==> src/rtl/data_mem_arb_pkg.sv <==
// data_mem_arb_pkg: shared FSM state and owner-select encodings for the data-memory arbiter
package data_mem_arb_pkg;
  typedef enum logic {IDLE, DMA_OWN} state_t;
  typedef enum logic [1:0] {SEL_NONE, SEL_CPU, SEL_DMA} sel_t;
endpackage

==> src/rtl/data_mem_arbiter_if.sv <==
// data_mem_arbiter_if: CPU request, DMA request and data-memory port signals of the arbiter
interface data_mem_arbiter_if #(
  parameter int ADDR_W = 32,
  parameter int DATA_W = 32
);
  logic              cpu_req;
  logic              cpu_we;
  logic [ADDR_W-1:0] cpu_addr;
  logic [DATA_W-1:0] cpu_wdata;
  logic [DATA_W-1:0] cpu_rdata;
  logic              cpu_stall;
  logic              dma_req;
  logic              dma_we;
  logic [ADDR_W-1:0] dma_addr;
  logic [DATA_W-1:0] dma_wdata;
  logic              dma_gnt;
  logic [DATA_W-1:0] dma_rdata;
  logic              dma_rvalid;
  logic              mem_re;
  logic              mem_we;
  logic [ADDR_W-1:0] mem_addr;
  logic [DATA_W-1:0] mem_wdata;
  logic [DATA_W-1:0] mem_rdata;
  modport slave (
    input  cpu_req, cpu_we, cpu_addr, cpu_wdata, dma_req, dma_we, dma_addr, dma_wdata, mem_rdata,
    output cpu_rdata, cpu_stall, dma_gnt, dma_rdata, dma_rvalid, mem_re, mem_we, mem_addr, mem_wdata
  );
  modport master (
    output cpu_req, cpu_we, cpu_addr, cpu_wdata, dma_req, dma_we, dma_addr, dma_wdata, mem_rdata,
    input  cpu_rdata, cpu_stall, dma_gnt, dma_rdata, dma_rvalid, mem_re, mem_we, mem_addr, mem_wdata
  );
endinterface

==> src/rtl/data_mem_arb_starve_cnt.sv <==
// data_mem_arb_starve_cnt: saturating count of consecutive cycles the DMA waits without a grant
module data_mem_arb_starve_cnt #(
  parameter int LIMIT = 8
) (
  input  logic clk,
  input  logic reset,
  input  logic i_wait,
  output logic o_sat
);
  localparam int W = $clog2(LIMIT + 1);
  logic [W-1:0] r_cnt;
  always_ff @(posedge clk) begin
    if (reset || !i_wait) r_cnt <= '0;
    else if (r_cnt != W'(LIMIT)) r_cnt <= r_cnt + 1'b1;
  end
  assign o_sat = r_cnt == W'(LIMIT);
endmodule

==> src/rtl/data_mem_arbiter.sv <==
// data_mem_arbiter: shares the data-memory port between the CPU MEM stage and a bursting DMA requester
// Defining DATA_MEM_ARB_FAIR_EN forces a DMA grant after STARVE_LIMIT starved cycles.
module data_mem_arbiter
  import data_mem_arb_pkg::*;
#(
  parameter int ADDR_W        = 32,
  parameter int DATA_W        = 32,
  parameter int DMA_BURST_MAX = 4,
  parameter int STARVE_LIMIT  = 8
) (
  input logic clk,
  input logic reset,
  data_mem_arbiter_if.slave bus
);
  localparam int CW = $clog2(DMA_BURST_MAX + 1);
  state_t            r_state;
  logic [CW-1:0]     r_burst_cnt;
  logic              r_dma_rvalid;
  logic [DATA_W-1:0] r_dma_rdata;
  sel_t              w_sel;
  logic              w_cont, w_force, w_dma, w_we;
  logic [ADDR_W-1:0] w_addr;
  logic [DATA_W-1:0] w_wdata;
`ifdef DATA_MEM_ARB_FAIR_EN
  data_mem_arb_starve_cnt #(.LIMIT(STARVE_LIMIT)) u_starve (
    .clk    (clk),
    .reset  (reset),
    .i_wait (bus.dma_req & ~w_dma),
    .o_sat  (w_force)
  );
`else
  assign w_force = STARVE_LIMIT < 1;
`endif
  // burst_cnt never exceeds DMA_BURST_MAX, so != is the "room left in burst" test
  always_comb begin
    w_cont  = r_state == DMA_OWN && bus.dma_req && r_burst_cnt != CW'(DMA_BURST_MAX);
    w_sel   = reset ? SEL_NONE :
              (w_cont || (bus.dma_req && (!bus.cpu_req || w_force))) ? SEL_DMA :
              bus.cpu_req ? SEL_CPU : SEL_NONE;
    w_dma   = w_sel == SEL_DMA;
    w_we    = w_dma ? bus.dma_we : bus.cpu_we;
    w_addr  = w_dma ? bus.dma_addr : bus.cpu_addr;
    w_wdata = w_dma ? bus.dma_wdata : bus.cpu_wdata;
  end
  assign bus.mem_addr   = w_addr;
  assign bus.mem_wdata  = w_wdata;
  assign bus.mem_we     = w_sel != SEL_NONE && w_we;
  assign bus.mem_re     = w_sel != SEL_NONE && !w_we;
  assign bus.cpu_rdata  = bus.mem_rdata;
  assign bus.cpu_stall  = bus.cpu_req && w_sel != SEL_CPU && !reset;
  assign bus.dma_gnt    = w_dma;
  assign bus.dma_rdata  = r_dma_rdata;
  assign bus.dma_rvalid = r_dma_rvalid;
  always_ff @(posedge clk) begin
    if (reset) begin
      r_state      <= IDLE;
      r_burst_cnt  <= '0;
      r_dma_rvalid <= 1'b0;
      r_dma_rdata  <= '0;
    end else begin
      r_state      <= w_dma ? DMA_OWN : IDLE;
      r_burst_cnt  <= !w_dma ? '0 : w_cont ? r_burst_cnt + 1'b1 : CW'(1);
      r_dma_rvalid <= w_dma && !bus.dma_we;
      if (w_dma && !bus.dma_we) r_dma_rdata <= bus.mem_rdata;
    end
  end
endmodule

==> src/flat_wrapper.sv <==
// flat-port wrapper written by rule: the top's interface ports become plain ports
module data_mem_arbiter_flat import data_mem_arb_pkg::*;
#(
  parameter int ADDR_W        = 32,
  parameter int DATA_W        = 32,
  parameter int DMA_BURST_MAX = 4,
  parameter int STARVE_LIMIT  = 8
)
  (clk, reset, bus_cpu_req, bus_cpu_we, bus_cpu_addr, bus_cpu_wdata, bus_dma_req, bus_dma_we, bus_dma_addr, bus_dma_wdata, bus_mem_rdata, bus_cpu_rdata, bus_cpu_stall, bus_dma_gnt, bus_dma_rdata, bus_dma_rvalid, bus_mem_re, bus_mem_we, bus_mem_addr, bus_mem_wdata);
  data_mem_arbiter_if #(.ADDR_W(ADDR_W), .DATA_W(DATA_W)) bus_i ();
  input logic clk;
  input logic reset;
  input wire logic [$bits(bus_i.cpu_req)-1:0] bus_cpu_req;
  input wire logic [$bits(bus_i.cpu_we)-1:0] bus_cpu_we;
  input wire logic [$bits(bus_i.cpu_addr)-1:0] bus_cpu_addr;
  input wire logic [$bits(bus_i.cpu_wdata)-1:0] bus_cpu_wdata;
  input wire logic [$bits(bus_i.dma_req)-1:0] bus_dma_req;
  input wire logic [$bits(bus_i.dma_we)-1:0] bus_dma_we;
  input wire logic [$bits(bus_i.dma_addr)-1:0] bus_dma_addr;
  input wire logic [$bits(bus_i.dma_wdata)-1:0] bus_dma_wdata;
  input wire logic [$bits(bus_i.mem_rdata)-1:0] bus_mem_rdata;
  output wire logic [$bits(bus_i.cpu_rdata)-1:0] bus_cpu_rdata;
  output wire logic [$bits(bus_i.cpu_stall)-1:0] bus_cpu_stall;
  output wire logic [$bits(bus_i.dma_gnt)-1:0] bus_dma_gnt;
  output wire logic [$bits(bus_i.dma_rdata)-1:0] bus_dma_rdata;
  output wire logic [$bits(bus_i.dma_rvalid)-1:0] bus_dma_rvalid;
  output wire logic [$bits(bus_i.mem_re)-1:0] bus_mem_re;
  output wire logic [$bits(bus_i.mem_we)-1:0] bus_mem_we;
  output wire logic [$bits(bus_i.mem_addr)-1:0] bus_mem_addr;
  output wire logic [$bits(bus_i.mem_wdata)-1:0] bus_mem_wdata;
  assign bus_i.cpu_req = bus_cpu_req;
  assign bus_i.cpu_we = bus_cpu_we;
  assign bus_i.cpu_addr = bus_cpu_addr;
  assign bus_i.cpu_wdata = bus_cpu_wdata;
  assign bus_i.dma_req = bus_dma_req;
  assign bus_i.dma_we = bus_dma_we;
  assign bus_i.dma_addr = bus_dma_addr;
  assign bus_i.dma_wdata = bus_dma_wdata;
  assign bus_i.mem_rdata = bus_mem_rdata;
  assign bus_cpu_rdata = bus_i.cpu_rdata;
  assign bus_cpu_stall = bus_i.cpu_stall;
  assign bus_dma_gnt = bus_i.dma_gnt;
  assign bus_dma_rdata = bus_i.dma_rdata;
  assign bus_dma_rvalid = bus_i.dma_rvalid;
  assign bus_mem_re = bus_i.mem_re;
  assign bus_mem_we = bus_i.mem_we;
  assign bus_mem_addr = bus_i.mem_addr;
  assign bus_mem_wdata = bus_i.mem_wdata;
  data_mem_arbiter #(.ADDR_W(ADDR_W), .DATA_W(DATA_W), .DMA_BURST_MAX(DMA_BURST_MAX), .STARVE_LIMIT(STARVE_LIMIT)) u_core (.clk(clk), .reset(reset), .bus(bus_i));
endmodule
==> config.mk <==
export PLATFORM = sky130hd
export DESIGN_NAME = data_mem_arbiter_flat
export DESIGN_NICKNAME = d
export VERILOG_FILES = /design/src/rtl/data_mem_arb_pkg.sv /design/src/rtl/data_mem_arbiter_if.sv /design/src/rtl/data_mem_arb_starve_cnt.sv /design/src/rtl/data_mem_arbiter.sv /design/src/flat_wrapper.sv
export SDC_FILE = /design/constraint.sdc
export NUM_CORES = 1
export LEC_CHECK = 0
export ABC_AREA = 1
export BUFFER_PORTS_ARGS = -buffer_cell sky130_fd_sc_hd__buf_2
export CORE_AREA = 2 2 115 117
export DETAILED_ROUTE_END_ITERATION = 8
export DIE_AREA = 0 0 117 119
export GPL_TIMING_DRIVEN = 1
export PLACE_DENSITY = 0.52
export SYNTH_ARGS = -nofsm -noshare
export SYNTH_HDL_FRONTEND = slang
export SYNTH_SLANG_ARGS = --single-unit
==> constraint.sdc <==
create_clock -name clk -period 2.5 [get_ports clk]
set_input_delay 0.125 -clock clk [delete_from_list [all_inputs] [get_ports clk]]
set_output_delay 0.125 -clock clk [all_outputs]
set_load 0.01 [all_outputs]
Word-level counts from Yosys, hierarchy flattened --
Index checks and enable logic that the tools add are counted. W data, S select, Z words.
Word-level totals: flip-flop bits (word level) 37, logic and storage cells 35
Cells by class: $add $sub $neg 1, muxes and demuxes 8, eq/ne operators 3, bitwise operators 2, reduce and logical (&&, ||, !) cells 16
Operators with widths (count):
- $mux W32 | 2
- $logic_and A1 B1 Y1 | 8
- $logic_not A1 Y1 | 4
- $mux W1 | 4
- $mux W2 | 2
- $add A3 B1 Y3 const B | 1
- $ne A3 B3 Y1 const B | 1
- $reduce_or A3 Y1 | 1
- $eq A2 B2 Y1 const B | 1
- $ne A2 B1 Y1 const B | 1
- $not A1 Y1 | 2
- $reduce_bool A2 Y1 | 1
- $reduce_or A2 Y1 | 1
- $logic_or A1 B1 Y1 | 1

Longest topological paths before layout --
word-level depth 9, gate-level depth with buffers 9, depth with buffers taken out 8

Worst setup path before layout --
No wires, ideal clock.
path type reg-to-output, start register u_core.r_burst_cnt[0], end output port bus_mem_addr[10], path buffers 2, data required time 2.375 ns, data arrival time 1.310 ns, slack 1.065 ns, cell stages (with the launch flop) 10, cell sequence dfxtp_1 > inv_1 > ha_1 > nand2_1 > nand3_4 > nand2_8 > buf_6 > buf_6 > nand2_1 > nand2_1
On the way: word-level cells in the longest chain between the ends 7
Ends and longest elaborated chain:
- from (decl) | RTL line data_mem_arbiter.sv:17 | logic [CW-1:0] r_burst_cnt;
- from (signal assigned) | RTL line data_mem_arbiter.sv:62 | r_burst_cnt <= !w_dma ? '0 : w_cont ? r_burst_cnt + 1'b1 : CW'(1);
- $ne A3 B3 Y1 | RTL line data_mem_arbiter.sv:36 | w_cont = r_state == DMA_OWN && bus.dma_req && r_burst_cnt != CW'(DMA_BURST_MAX);
- $logic_and A1 B1 Y1 | RTL line data_mem_arbiter.sv:36
- $logic_or A1 B1 Y1 | RTL line data_mem_arbiter.sv:38 | (w_cont || (bus.dma_req && (!bus.cpu_req || w_force))) ? SEL_DMA :
- $mux W2 | RTL line data_mem_arbiter.sv:38
- $mux W2 | RTL line data_mem_arbiter.sv:37 | w_sel = reset ? SEL_NONE :
- $eq A2 B2 Y1 | RTL line data_mem_arbiter.sv:40 | w_dma = w_sel == SEL_DMA;
- $mux W32 | RTL line data_mem_arbiter.sv:42 | w_addr = w_dma ? bus.dma_addr : bus.cpu_addr;
- to (decl) | RTL line flat_wrapper.sv:29 | output wire logic [$bits(bus_i.mem_addr)-1:0] bus_mem_addr;
No other way between the ends.

Worst setup path in the final report --
start register u_core.r_burst_cnt[0], end output port bus_mem_addr[29]
The elaborated chain is that of the path after synthesis.

==> out/results.ini <==
[floorplan]
die_x_microns=117
rows=42
dieArea_sq_mm=0.0139
fp.dieH_microns=119
io_pins=299
core-area_sq_mm=0.0129
start_util_pct=20.9

[synth]
ys_warn_count=0
yosysSeqAreaShare_pct=27.5
netlist_area_sq_mm=0.00269
yosysUniqueCellTypes=19
synth_area_per_cell_sq_um=5.61
synth_top_area_share_pct=36.6
synth_area_leaders=nand2_1 37%, dfxtp_1 28%, buf_4 8.9%, nand3_1 6.3%, inv_1 5.3%
ys_ff_latch=37
syn_nets=647
synthCells=479
synth_top_cell_by_area=nand2_1

[sta]
fin_crit_sh_pct=92.6
timing.hold.ws_ns=0.0771
period_needed_ns=2.32
setup_violations=0
tns_ns=0
rsz0062_at_grt=false
fin_skew_ns=0.00734
relSlewSlack_pct=71.5
max_slew.worst_pin.slew_ns=0.428
hold_viol=0
drv_slew=0
max_freq_ghz=0.432

[clock_network]
cts_buffers=5
htree_num_levels=2
ctsResizeCount=0
clkTransAtPathRegs_ns=0.06
clock_latency_ns=0.28
clockRootBuffer=clkbuf_16
hold_buffers=0
cts_tree=built
cts_setup_buffers=0
clockBufferDepth=2
cts.sinks=37

[setup_path]
critPathLaunchType=flip-flop
reg2reg_to=u_core.bus.dma_rdata[11]
arrival_ns=2.19
worst-path-stages=9
cp_max_fo=44
cp-startpoint=u_core.r_burst_cnt[0]
end_kind=primary output
path_common_cell=nand2_1
crit_family=simple AND/OR/NAND/NOR gates
path_buf_inv=3
timing.rr.start=u_core.r_burst_cnt[0]
worstSetupEndpoint=bus_mem_addr[29]
reg2reg_depth=8
rrSetupSlack_ns=0.66
path_class=reg2out
slowest_stage=buf_4
worstPathRequired_ns=2.38
critPathMaxStageDelay_ns=0.39
path_cells=inv_1, ha_1, nand2_1, nand3_4, nand2_8, buf_4, nand2_1, nand2_1, buf_2

[placed_design]
dp_hpwl_microns=9570
portBuffers=298
place.gp.congestion=0.880

[route]
avgRoutedWirePerCell_microns=12.9
dr.pass1.iters=4
drc=0
vias_per_cell=3.92
vias=3571
drtIter0Drc=235
finalWirelength_microns=11700
detail-route-antenna-nets=0

[global_route]
grt_use_total_pct=15.4
overflow=0
grt_pass1_wl_microns=16800
grt_max_degree=65
grt_pass1_vias=3201
antenna_found_initial=5

[final_layout]
final_cell_mix=298 x buf_2, 262 x nand2_1, 38 x inv_1, 37 x nor2_1, 37 x dfxtp_1
fin_nets=898
synthToLayoutAreaGrowth_pct=57.5
utilization_pct=32.9
layout-drive-gt1-share_pct=43.4
final_common_cell=buf_2

[pwr]
total_power_uw=1960
max-vdd-ir-drop_v=0.000395
static-leakage-power_uw=0.00267
power_density_mw_per_mm2=462

[hold_path]
worstHoldPathType=in2reg

[run_status]
run_status=complete, no violations

[flow_run]
max_cap_violations=0

synthesized netlist by cell type:
library cell  number
a32oi_1            1
buf_2             17
buf_4             32
buf_6              3
clkbuf_1           6
clkinv_1           1
dfxtp_1           37
ha_1               2
inv_1             38
inv_2              2
inv_4              1
nand2_1          262
nand2_4            1
nand2_8            1
nand3_1           34
nand3_4            2
nor2_1            37
o21ai_0            1
xnor2_1            1
worst reg2reg max path, cell delays in order (launching register included):
cell	delay, ns
dfxtp_1	0.35
inv_1	0.05
ha_1	0.19
nand2_1	0.13
nand3_4	0.16
nand2_8	0.27
buf_4	0.40
nand3_1	0.15
nand2_1	0.09
registers in the layout (all words and copies together), names as in the netlist:
| name | cells |
|---|---|
| u_core.bus.dma_rdata | 32 |
| u_core.bus.dma_rvalid | 1 |
| u_core.r_burst_cnt | 3 |
| u_core.r_state | 1 |
cells by family (layout without fill, tap and decap cells):
logic type / after synthesis / count (layout) / synth area share (%)
AO/OA/AOI/OAI: 2 / 2 / 0.512
other: 0 / 3 / 0
XOR/XNOR: 1 / 1 / 0.326
adder cells (fa/ha/maj): 2 / 2 / 0.931
buffers and inverters: 100 / 352 / 20.1
flip-flops: 37 / 37 / 27.5
AND/OR/NAND/NOR: 337 / 337 / 50.5
stage by stage:
stage	worst slack, ns	area, sq um	std cells
after CTS	0.145	4230	907
after detailed placement	0.450	4050	899
final	0.185	4240	910
after floorplan	1.06	2690	479
after global placement	0.451	4050	899
after global routing	0.00189	4230	909
how the worst min path moves through the flow:
stage / startpoint / to / slack (ns) / depth (start not counted)
finish: bus_mem_rdata[0] / u_core.bus.dma_rdata[0] / 0.08 / 3
global route: bus_mem_rdata[5] / u_core.bus.dma_rdata[5] / 0.09 / 3
detailed placement: bus_mem_rdata[20] / u_core.bus.dma_rdata[20] / 0.36 / 3
floorplan: bus_mem_rdata[0] / u_core.bus.dma_rdata[0] / 0.26 / 2
global placement: bus_mem_rdata[16] / u_core.bus.dma_rdata[16] / 0.36 / 3
CTS: bus_mem_rdata[20] / u_core.bus.dma_rdata[20] / 0.07 / 3
layer usage:
metal	part of all wire (%)	up-vias	wire [microns]	global-route usage, %
met5	0.37	-	43	0
met1	39	1489	4590	17.7
met2	48	166	5650	27.5
li1	-	1890	-	-
met4	1.7	6	205	4.04
met3	11	20	1240	4.78
area by class of cell:
cell class                      count  area, sq um
Antenna cell                        3         7.51
Clock buffer                        6          139
Clock inverter                      2         37.5
Fill cell                        1487         8640
Inverter                           42          163
Multi-Input combinational cell    342         1410
Sequential cell                    37          741
Tap cell                          176          220
Timing Repair Buffer              302         1520
power breakdown:
part           switching [uW]  internal [uW]  total, uW
logic                     335            252        587
clock network             241            497        739
registers                12.0            618        630
(Power assumes the default switching activity.)
